==> src/rtl/mem_access_sequencer_if.sv <==
// Handshake and datapath-control bundle between main control and the
// memory access sequencer.
interface mem_access_sequencer_if;
  logic       start;
  logic [2:0] op;
  logic       busy;
  logic       done;
  logic       err;
  logic       mem_wr;
  logic       mdr_load;
  logic [1:0] load_size_ctrl;
  logic [1:0] store_size_ctrl;
  logic       reg_write;

  modport master (
    output start, op,
    input  busy, done, err, mem_wr, mdr_load,
           load_size_ctrl, store_size_ctrl, reg_write
  );

  modport slave (
    input  start, op,
    output busy, done, err, mem_wr, mdr_load,
           load_size_ctrl, store_size_ctrl, reg_write
  );
endinterface

==> src/rtl/mem_access_sequencer.sv <==
// Multicycle sequencer for load/store instructions: times the synchronous
// memory read latency, pulses the MDR load, then finishes with register
// write-back (loads) or a memory write (stores, sub-word via read-modify-write).
//
// state   | meaning
// --------+-------------------------------------------------------------
// IDLE    | waiting for start; op captured on acceptance
// RD_WAIT | memory read in flight, down-counter times MEM_WAIT cycles
// MDR_LD  | memory data valid, MDR captures it
// WB      | register write-back of the sized load data, done
// WR      | memory write (sw direct, sh/sb merged with MDR), done
// ERR     | illegal op reported with done+err, no side effects
module mem_access_sequencer #(
  parameter int unsigned MEM_WAIT = 2
) (
  input  logic                  clk,
  input  logic                  reset,
  mem_access_sequencer_if.slave bus
);

  typedef enum logic [2:0] {
    IDLE,
    RD_WAIT,
    MDR_LD,
    WB,
    WR,
    ERR
  } state_t;

  localparam logic [3:0] WAIT_LOAD = 4'(MEM_WAIT - 1);

  localparam logic [1:0] SZ_BYTE = 2'b00;
  localparam logic [1:0] SZ_HALF = 2'b01;
  localparam logic [1:0] SZ_WORD = 2'b10;

  state_t     state_q, state_d;
  logic [3:0] cnt_q, cnt_d;
  logic [2:0] op_q, op_d;
  logic [1:0] size_dec;

  // State, wait counter and captured op registers.
  always_ff @(posedge clk or posedge reset) begin
    if (reset) begin
      state_q <= IDLE;
      cnt_q   <= 4'd0;
      op_q    <= 3'b000;
    end else begin
      state_q <= state_d;
      cnt_q   <= cnt_d;
      op_q    <= op_d;
    end
  end

  // Next-state logic; the counter reaching zero ends the read wait.
  always_comb begin
    state_d = state_q;
    cnt_d   = cnt_q;
    op_d    = op_q;
    case (state_q)
      IDLE: begin
        if (bus.start) begin
          op_d = bus.op;
          case (bus.op)
            3'b100: state_d = WR;
            3'b000, 3'b001, 3'b010, 3'b101, 3'b110: begin
              state_d = RD_WAIT;
              cnt_d   = WAIT_LOAD;
            end
            default: state_d = ERR;
          endcase
        end
      end
      RD_WAIT: begin
        if (cnt_q == 4'd0) begin
          state_d = MDR_LD;
        end else begin
          cnt_d = cnt_q - 4'd1;
        end
      end
      MDR_LD:  state_d = op_q[2] ? WR : WB;
      WB:      state_d = IDLE;
      WR:      state_d = IDLE;
      ERR:     state_d = IDLE;
      default: state_d = IDLE;
    endcase
  end

  // Access size from the captured op; illegal size code falls back to word.
  always_comb begin
    size_dec = SZ_WORD;
    case (op_q[1:0])
      2'b00:   size_dec = SZ_WORD;
      2'b01:   size_dec = SZ_HALF;
      2'b10:   size_dec = SZ_BYTE;
      default: size_dec = SZ_WORD;
    endcase
  end

  // Moore outputs decoded from the registered state and op.
  always_comb begin
    bus.busy            = 1'b0;
    bus.done            = 1'b0;
    bus.err             = 1'b0;
    bus.mem_wr          = 1'b0;
    bus.mdr_load        = 1'b0;
    bus.reg_write       = 1'b0;
    bus.load_size_ctrl  = SZ_WORD;
    bus.store_size_ctrl = SZ_WORD;
    case (state_q)
      IDLE: ;
      RD_WAIT: begin
        bus.busy            = 1'b1;
        bus.load_size_ctrl  = size_dec;
        bus.store_size_ctrl = size_dec;
      end
      MDR_LD: begin
        bus.busy            = 1'b1;
        bus.mdr_load        = 1'b1;
        bus.load_size_ctrl  = size_dec;
        bus.store_size_ctrl = size_dec;
      end
      WB: begin
        bus.busy            = 1'b1;
        bus.done            = 1'b1;
        bus.reg_write       = 1'b1;
        bus.load_size_ctrl  = size_dec;
        bus.store_size_ctrl = size_dec;
      end
      WR: begin
        bus.busy            = 1'b1;
        bus.done            = 1'b1;
        bus.mem_wr          = 1'b1;
        bus.load_size_ctrl  = size_dec;
        bus.store_size_ctrl = size_dec;
      end
      ERR: begin
        bus.busy = 1'b1;
        bus.done = 1'b1;
        bus.err  = 1'b1;
      end
      default: ;
    endcase
  end

endmodule

==> src/flat_wrapper.sv <==
// flat-port wrapper written by rule: the top's interface ports become plain ports
module mem_access_sequencer_flat 
#(
  parameter int unsigned MEM_WAIT = 2
)
  (clk, reset, bus_start, bus_op, bus_busy, bus_done, bus_err, bus_mem_wr, bus_mdr_load, bus_load_size_ctrl, bus_store_size_ctrl, bus_reg_write);
  mem_access_sequencer_if bus_i ();
  input  logic clk;
  input  logic reset;
  input wire logic [$bits(bus_i.start)-1:0] bus_start;
  input wire logic [$bits(bus_i.op)-1:0] bus_op;
  output wire logic [$bits(bus_i.busy)-1:0] bus_busy;
  output wire logic [$bits(bus_i.done)-1:0] bus_done;
  output wire logic [$bits(bus_i.err)-1:0] bus_err;
  output wire logic [$bits(bus_i.mem_wr)-1:0] bus_mem_wr;
  output wire logic [$bits(bus_i.mdr_load)-1:0] bus_mdr_load;
  output wire logic [$bits(bus_i.load_size_ctrl)-1:0] bus_load_size_ctrl;
  output wire logic [$bits(bus_i.store_size_ctrl)-1:0] bus_store_size_ctrl;
  output wire logic [$bits(bus_i.reg_write)-1:0] bus_reg_write;
  assign bus_i.start = bus_start;
  assign bus_i.op = bus_op;
  assign bus_busy = bus_i.busy;
  assign bus_done = bus_i.done;
  assign bus_err = bus_i.err;
  assign bus_mem_wr = bus_i.mem_wr;
  assign bus_mdr_load = bus_i.mdr_load;
  assign bus_load_size_ctrl = bus_i.load_size_ctrl;
  assign bus_store_size_ctrl = bus_i.store_size_ctrl;
  assign bus_reg_write = bus_i.reg_write;
  mem_access_sequencer #(.MEM_WAIT(MEM_WAIT)) u_core (.clk(clk), .reset(reset), .bus(bus_i));
endmodule
==> config.mk <==
export PLATFORM = sky130hd
export DESIGN_NAME = mem_access_sequencer_flat
export DESIGN_NICKNAME = d
export VERILOG_FILES = /design/src/rtl/mem_access_sequencer_if.sv /design/src/rtl/mem_access_sequencer.sv /design/src/flat_wrapper.sv
export SDC_FILE = /design/constraint.sdc
export NUM_CORES = 1
export LEC_CHECK = 0
export CORE_ASPECT_RATIO = 0.8
export CORE_MARGIN = 2
export CORE_UTILIZATION = 30
export CTS_CLUSTER_DIAMETER = 40
export DETAILED_ROUTE_END_ITERATION = 7
export PLACE_DENSITY = 0.59
export SLEW_MARGIN = 40
export SYNTH_ARGS = -nofsm -noshare
export SYNTH_HDL_FRONTEND = slang
export SYNTH_SLANG_ARGS = --single-unit
==> constraint.sdc <==
create_clock -name clk -period 2.2 [get_ports clk]
set_clock_uncertainty 0.2 [all_clocks]
set_input_delay 0.55 -clock clk [delete_from_list [all_inputs] [get_ports clk]]
set_output_delay 0.55 -clock clk [all_outputs]
set_load 0.05 [all_outputs]
==> run summary, run 1 <==
Fmax - 0.465 GHz
Seq cells post-synth - 10
Layout net count - 102
Status - finished clean
Slew Limit Headroom - 72.3%
Final slew viol count - 0
Core box area - 0.00194 mm²
RePlAce Congestion - 0.734
Arr. time, crit path - 2.10 ns
1st-pass router iterations - 4
Vias in the first global route - 550
Global Route Usage Sum - 12.0%
CTS tree - done
Gr ovfl total - 0
Htree depth - 1
Die footprint - 0.00253 mm²
EDFF count, synth - 0
CTS Sinks - 10
Fin crit share - 97.7%
Tightest Hold Check Type - reg -> reg
Post-Route WL - 1.36 mm
# IOs - 16
P&R area growth vs syn - 54.1%
DP Wirelength - 1.06 mm
DRC viols - 0
Fin. Hold Viols - 0
Synth cell types - 29
Root buffer cell - clkbuf_4
CP Launch Type - input port
Synth Cell Area - 643 µm²
Initial DRC count - 5
Num CTS Buffers - 3
Synthesized Nets - 80
Worst setup EP type - register
Placed cells - 112
Gate count of the mapped netlist - 72
Core Rows - 14
CP Max Fanout - 4
Largest net degree at the start of global routing - 12
Vias - 569
WS Path Type - in -> reg
DIE WIDTH - 55.8 µm
Initial antenna violation count - 0
Synthesized area per cell - 8.93 µm²
Reg clk slew, reported paths - 0.07 ns
Starting density of the core - 33.1%
Clk_lat worst skew - 0.27 ns
Antenna diodes - 0
Final hold slack - 0.293 ns
Worst slew pin tran - 0.416 ns
Bufs on Longest Clock Path - 2
Commonest cells after routing, fill and taps aside - nand2_1 (11), buf_12 (10), dfrtp_1 (8)
Post-DR wirelength/cell - 11.7 µm
Final std cells w/o fill - 116
Final setup viols - 0
Critical Path RT - 2.15 ns
First-pass GRT wire length - 2.35 mm
Post-route ant nets - 0
Most common cell after layout, fill and taps aside - nand2_1
Dominant synthesized flop cell - dfrtp_1
Seq/Total Area, Yosys - 38.9%
Ys async rst share - 100%
Port Buffers - 15
Max Cap Viol - 0
Die Height - 45.4 µm
DR vias/cell - 4.91
Share of layout cells above drive strength 1 - 34.8%
Final min period - 2.15 ns
Synth warn - 0
critical path, cell delays in order:
cell	delay, ns
clkdlybuf4s50_1	0.49
or4b_4	0.47
or3_4	0.37
a31o_1	0.23
final timing paths:
check | start | depth (start not counted) | slack [ns] | to
max in group asynchronous | reset | 2 | 1.11 | u_core.state_q[1]
min in group asynchronous | reset | 2 | 0.37 | u_core.op_q[2]
worst min register to register | u_core.op_q[0] | 2 | 0.29 | u_core.op_q[0]
worst max register to register | u_core.cnt_q[0] | 5 | 0.12 | u_core.state_q[1]
worst min-delay path | u_core.op_q[0] | 2 | 0.29 | u_core.op_q[0]
worst max-delay path | bus_start | 4 | 0.05 | u_core.cnt_q[1]
routing by layer:
layer | up-vias | GRT usage (%) | share of wire, %
li1 | 295 | - | -
met1 | 263 | 15.7 | 49
met2 | 11 | 19.0 | 46
met3 | 0 | 5.40 | 5.2
met4 | 0 | 1.46 | 0
met5 | - | 0 | 0
per-stage QoR:
step	cell area [µm²]	util [%]	setup WS (ns)	setup TNS [ns]
after floorplan	656	-	-0.128	-0.195
after global placement	955	49.1	-0.204	-0.590
after detailed placement	955	49.1	-0.224	-0.673
after CTS	978	50.3	0.00579	0
after global routing	991	51.0	-0.00869	-0.0163
final	991	51.0	0.0507	0
cells in the mapped netlist (all sizes together) (2+ instances only):
library cell / n / area [µm²]
and3b: 2 / 17.5
nor2: 2 / 7.51
nor2b: 2 / 12.5
a21oi: 5 / 25.0
nand2: 11 / 41.3
ha: 2 / 25.0
a31o: 2 / 17.5
and2: 3 / 18.8
nor3b: 3 / 22.5
dfrtp: 10 / 250
nand2b: 2 / 12.5
o21ai: 2 / 10.0
clkbuf: 3 / 11.3
inv: 4 / 15.0
nor3: 2 / 10.0
buf: 2 / 15.0
or3b: 3 / 26.3
repair_timing:
| item | CTS | global route |
|---|---|---|
| pin swaps | 0 | 1 |
| endpoints found under the setup margin | 2 | 5 |
| hold buffers | 0 | 0 |
| gates resized for setup | 1 | 3 |
| setup buffers | 0 | 1 |
flip-flops by register name, indices dropped and copies added, names as in the netlist:
register        flops
u_core.cnt_q        4
u_core.op_q         3
u_core.state_q      3
cells by family (layout without fill, tap and decap cells):
group                    Yosys count  after routing  share of synthesized area (%)
buffers and inverters              9             29                           6.42
AO/OA/AOI/OAI                     13             13                           13.0
AND/OR/NAND/NOR                   36             36                           34.8
XOR/XNOR                           1              1                           1.36
flip-flops                        10             10                           38.9
adder cells (fa/ha/maj)            2              2                           3.89
multiplexers                       1              1                           1.56
area by class of cell:
class	count	area, µm²
Clock buffer	3	22.5
Fill cell	170	953
Inverter	4	15.0
Multi-Input combinational cell	53	368
Sequential cell	10	253
Tap cell	24	30.0
Timing Repair Buffer	22	303
Power of run 1 is left out: the tool's default activity adds up to more than one toggle a clock period on the data nets, which glitch-free logic cannot reach.
==> inputs of run 2 (changes only) <==
--- a/config.mk
+++ b/config.mk
@@ -10,7 +10,9 @@
 export CORE_UTILIZATION = 30
 export CTS_CLUSTER_DIAMETER = 40
 export DETAILED_ROUTE_END_ITERATION = 7
+export HOLD_SLACK_MARGIN = 0.05
 export PLACE_DENSITY = 0.59
+export SKIP_CTS_REPAIR_TIMING = 1
 export SLEW_MARGIN = 40
 export SYNTH_ARGS = -nofsm -noshare
 export SYNTH_HDL_FRONTEND = slang
==> constraint.sdc (replaced) <==
create_clock -name clk -period 2.2 [get_ports clk]
set_clock_uncertainty 0.2 [all_clocks]
set_input_delay 0.44 -clock clk [delete_from_list [all_inputs] [get_ports clk]]
set_output_delay 0.44 -clock clk [all_outputs]
set_load 0.05 [all_outputs]
==> run 2 against run 1 <==
Effect of this change: hold slack worse by 0.048 ns; die area unchanged; fmax up 3.8%; register-to-register slack better by 0.08 ns; wire length down 5.8%; critical path depth unchanged; sequential share of layout area up 0.17 points; global-route usage down 0.36 points; sequential cell count unchanged; final area down 1.6%; core utilization down 0.84 points; cell count down 0.86%.
==> run summary, run 2 (synthesis gave the netlist of run 1 again) <==
CTS tree - done
P&R area growth vs syn - 51.6%
Die footprint - 0.00253 mm² (unchanged)
DR vias/cell - 4.87 (-0.73%)
CP Launch Type - register
Fin crit share - 94.1% (-3.6 points)
Largest net degree at the start of global routing - 14 (+2)
# IOs - 16 (unchanged)
First-pass GRT wire length - 2.26 mm (-3.5%)
Root buffer cell - clkbuf_4
Status - finished clean
Post-route ant nets - 0 (unchanged)
Final setup viols - 0 (unchanged)
Fmax - 0.483 GHz (+3.8%)
CP Max Fanout - 8 (+4)
Share of layout cells above drive strength 1 - 29.7% (-5.1 points)
Most common cell after layout, fill and taps aside - nand2_1
RePlAce Congestion - 0.793 (+8.0%)
Core box area - 0.00194 mm² (unchanged)
Vias - 560 (-1.6%)
Biggest regs - u_core.cnt_q x4, u_core.op_q x3, u_core.state_q x3
Initial DRC count - 7 (+2)
Antenna diodes - 0 (unchanged)
Final Cell Area - 975 µm² (-1.6%)
DRC viols - 0 (unchanged)
Core Rows - 14 (unchanged)
WS Path Type - reg -> out
Reg2Reg Depth - 5 (unchanged)
CP Cell Sequence - nor2_1 -> xnor2_1 -> and2_2 -> buf_12
Port Buffers - 15 (unchanged)
Reg clk slew, reported paths - 0.07 ns (about the same)
Top reg by flops - u_core.cnt_q
Fillers - 188 (+11%)
Critical Path RT - 1.56 ns (-0.59 ns)
Bufs on Longest Clock Path - 2 (unchanged)
CP max stage cell - dfrtp_1
Final slew viol count - 0 (unchanged)
Clk_lat worst skew - 0.27 ns (about the same)
Layout net count - 101 (-0.98%)
Worst setup EP type - output pin
Arr. time, crit path - 1.43 ns (-0.67 ns)
Htree depth - 1 (unchanged)
Num CTS Buffers - 3 (unchanged)
CTS Sinks - 10 (unchanged)
Post-Route WL - 1.28 mm (-5.8%)
1st-pass router iterations - 4 (unchanged)
Gr ovfl total - 0 (unchanged)
Max reg flops - 4 (unchanged)
Area after DPL - 952 µm² (-0.26%)
Worst slew pin tran - 0.384 ns (-0.0319 ns)
Slew Limit Headroom - 74.4% (+2.1 points)
Vias in the first global route - 519 (-5.6%)
Post-DR wirelength/cell - 11.1 µm (-4.9%)
Final min period - 2.07 ns (-0.0786 ns)
DIE WIDTH - 55.8 µm (unchanged)
Commonest cells after routing, fill and taps aside - nand2_1 (11), buf_12 (10), dfrtp_1 (10)
Initial antenna violation count - 0 (unchanged)
Tightest Hold Check Type - in -> async
RSZ-0062 raised after global routing - no
Starting density of the core - 33.1% (unchanged)
Largest stage delay, worst path - 0.45 ns (-0.04 ns)
Fin. Hold Viols - 0 (unchanged)
Global Route Usage Sum - 11.6% (-0.36 points)
DP Wirelength - 961 µm (-9.0%)
Max Cap Viol - 0 (unchanged)
Die Height - 45.4 µm (unchanged)
## run 2: cell count changes in the layout (fill, tap and decap cells not counted), sizes merged
cell	previous run	this run
buf	17	16
## run 2: area by class of cell
class	count	area [µm²]	share of cell area, %
multi-input cells	53	362	37.1
flip-flops and latches	10	250	25.7
inverters	4	15.0	1.54
well taps	24	30.0	3.08
clock buffers	3	22.5	2.31
repair buffers	21	295	30.3
## run 2: layer usage
| metal | vias up | global-route usage, % | wire [µm] |
|---|---|---|---|
| met5 | - | 0 | 0 |
| met4 | 0 | 7.32 | 25 |
| met3 | 4 | 2.84 | 79 |
| met2 | 13 | 14.5 | 515 |
| met1 | 254 | 17.5 | 657 |
| li1 | 289 | - | - |
## run 2: path summary, 6_finish.rpt
check / startpoint / endpoint / slack (ns)
setup / recovery: u_core.state_q[0] / bus_store_size_ctrl[0] / 0.13
hold / removal: reset / u_core.op_q[2] / 0.24
setup reg to reg: u_core.cnt_q[0] / u_core.state_q[1] / 0.20
hold reg to reg: u_core.op_q[0] / u_core.op_q[0] / 0.29
max in group asynchronous: reset / u_core.cnt_q[0] / 1.28
min in group clk: u_core.op_q[0] / u_core.op_q[0] / 0.29
## run 2: stage by stage
stage / setup TNS [ns] / cells / hold slack, ns / utilization, % / worst slack, ns
floorplan: -0.0180 / 72 / 0.0802 / - / -0.0180
CTS: 0 / 115 / 0.272 / 50.1 / 0.104
finish: 0 / 115 / 0.245 / 50.1 / 0.129
global route: 0 / 115 / 0.301 / 50.1 / 0.0339
detailed placement: -0.185 / 112 / 0.274 / 49.0 / -0.0941
global placement: -0.180 / 112 / 0.271 / 49.0 / -0.0925
## run 2: worst max-delay path: cells and delay by family, from the launching register on
kind / cells / cell delay [ns]
buffers and inverters: 1 / 0.15
xor gates and xnor gates: 1 / 0.15
and+or+nand+nor: 2 / 0.42
DFF: 1 / 0.45
Power of run 2 is left out for the same reason.
==> inputs of run 3 (changes only) <==
--- a/config.mk
+++ b/config.mk
@@ -12,6 +12,7 @@
 export DETAILED_ROUTE_END_ITERATION = 7
 export HOLD_SLACK_MARGIN = 0.05
 export PLACE_DENSITY = 0.59
+export RECOVER_POWER = 100
 export SKIP_CTS_REPAIR_TIMING = 1
 export SLEW_MARGIN = 40
 export SYNTH_ARGS = -nofsm -noshare
==> run 3 against run 2 <==
Effect of this change: non-clock buffer count did not move; register-to-register slack barely moved; largest cell class unchanged; core utilization shrank 1.3 points; hold slack better by 0.047 ns; critical path depth stayed put; global-route usage is the same; die area unchanged.
==> run summary, run 3 (synthesis gave the netlist of run 1 again) <==
Biggest regs - u_core.cnt_q x4, u_core.op_q x3, u_core.state_q x3
Post-DR wirelength/cell - 11.2 µm (+0.70%)
Final slew viol count - 0 (unchanged)
R2R setup slack - 0.20 ns (about the same)
Bufs on Longest Clock Path - 2 (unchanged)
DIE WIDTH - 55.8 µm (unchanged)
Worst setup EP type - register
Fin. Hold Viols - 0 (unchanged)
Share of layout cells above drive strength 1 - 23.1% (-6.6 points)
P&R area growth vs syn - 47.7%
Initial antenna violation count - 0 (unchanged)
Layout net count - 101 (unchanged)
RePlAce Congestion - 0.793 (unchanged)
Final min period - 2.13 ns (+0.0589 ns)
Reg clk slew, reported paths - 0.07 ns (about the same)
1st-pass router iterations - 4 (unchanged)
DP Wirelength - 961 µm (unchanged)
Root buffer cell - clkbuf_4
Min-delay src - u_core.op_q[0]
Fmax - 0.470 GHz (-2.8%)
DRC viols - 0 (unchanged)
Htree depth - 1 (unchanged)
Fin crit share - 96.8% (+2.7 points)
Worst slew pin tran - 0.384 ns (+0.000359 ns)
Post-route ant nets - 0 (unchanged)
Setup WS pre-CTS - -0.0941 ns (unchanged)
Cell family contributing the most delay on the critical path - simple AND/OR/NAND/NOR gates
Largest stage delay, worst path - 0.55 ns (+0.10 ns)
Die footprint - 0.00253 mm² (unchanged)
Max Cap Viol - 0 (unchanged)
Vias in the first global route - 519 (unchanged)
Top reg by flops - u_core.cnt_q
Post-Route WL - 1.29 mm (+0.70%)
Starting density of the core - 33.1% (unchanged)
WS Path Type - in -> reg
R2r endpoint - u_core.state_q[1]
Worst hold stages - 2
Critical Path RT - 2.15 ns (+0.59 ns)
CP Max Fanout - 4 (-4)
Die Height - 45.4 µm (unchanged)
Setup TNS - 0 ns (unchanged)
Largest net degree at the start of global routing - 14 (unchanged)
Vias - 555 (-0.89%)
CP Cell Sequence - dlygate4sd3_1 -> or4b_1 -> or3_1 -> a31o_1
Num CTS Buffers - 3 (unchanged)
Max reg flops - 4 (unchanged)
Port Buffers - 15 (unchanged)
Reg2Reg Depth - 5 (unchanged)
Most common cell after layout, fill and taps aside - nand2_1
Core Rows - 14 (unchanged)
Final worst slack - 0.0704 ns (-0.0589 ns)
RSZ-0062 raised after global routing - no
Commonest cells after routing, fill and taps aside - nand2_1 (11), buf_12 (10), dfrtp_1 (10)
Worst r2r src - u_core.cnt_q[0]
Initial DRC count - 6 (-1)
Antenna diodes - 0 (unchanged)
Tightest Hold Check Type - reg -> reg
Arr. time, crit path - 2.08 ns (+0.65 ns)
Status - finished clean
# IOs - 16 (unchanged)
Gr ovfl total - 0 (unchanged)
CP max stage cell - dlygate4sd3_1
WP buf/inv - 1 (unchanged)
Worst setup startpoint - bus_start
CTS tree - done
Global Route Usage Sum - 11.6% (unchanged)
Core box area - 0.00194 mm² (unchanged)
DR vias/cell - 4.83 (-0.89%)
Clk_lat worst skew - 0.26 ns (about the same)
Critical path depth - 4 (unchanged)
Final setup viols - 0 (unchanged)
Hold endpoint - u_core.op_q[0]
CTS Sinks - 10 (unchanged)
First-pass GRT wire length - 2.26 mm (unchanged)
CP Launch Type - input port
Slew Limit Headroom - 74.4% (about the same)
==> run 3: changes by cell type in the layout (fill, tap and decap cells not counted), moves of 2 or more <==
cell	delta
dlygate4sd3_1	+3
clkdlybuf4s50_1	-3
clkbuf_1	+2
buf_4	-2
==> run 3: routing by layer <==
| layer | global-route usage, % | share of wire, % | routed length (µm) | vias to the layer above |
|---|---|---|---|---|
| met5 | 0 | 0 | 0 | - |
| met4 | 7.32 | 1.1 | 14 | 0 |
| met3 | 2.84 | 5.4 | 69 | 2 |
| met2 | 14.5 | 41 | 530 | 11 |
| met1 | 17.5 | 52 | 673 | 252 |
| li1 | - | - | - | 290 |
==> run 3: worst min-delay path: stages (launching register included) <==
cell and delay [ns]:
dfrtp_1 0.35, nand2_1 0.05, nand2_1 0.05
==> run 3: layout make-up <==
class	count	area [µm²]
tap	24	30.0
sequential	10	250
fill	196	995
timing repair buffer	21	288
multi-input combinational	53	344
inverter	4	15.0
clock buffer	3	22.5
==> run 3: how the worst max path moves through the flow <==
stage | end | slack, ns
6_report | u_core.cnt_q[1] | 0.07
5_1_grt | u_core.cnt_q[2] | 0.02
4_1_cts | bus_store_size_ctrl[0] | 0.10
3_5_place_dp | u_core.cnt_q[1] | -0.09
3_3_place_gp | u_core.cnt_q[1] | -0.09
2_1_floorplan | bus_busy | -0.02
==> run 3: stage by stage <==
step / utilization [%] / hold WS (ns) / area [µm²] / std cells
after floorplan: - / 0.0802 / 653 / 72
after global placement: 49.0 / 0.271 / 952 / 112
after detailed placement: 49.0 / 0.274 / 952 / 112
after CTS: 50.1 / 0.272 / 975 / 115
after global routing: 48.8 / 0.317 / 950 / 115
final: 48.8 / 0.291 / 950 / 115
Power of run 3 is left out for the same reason.
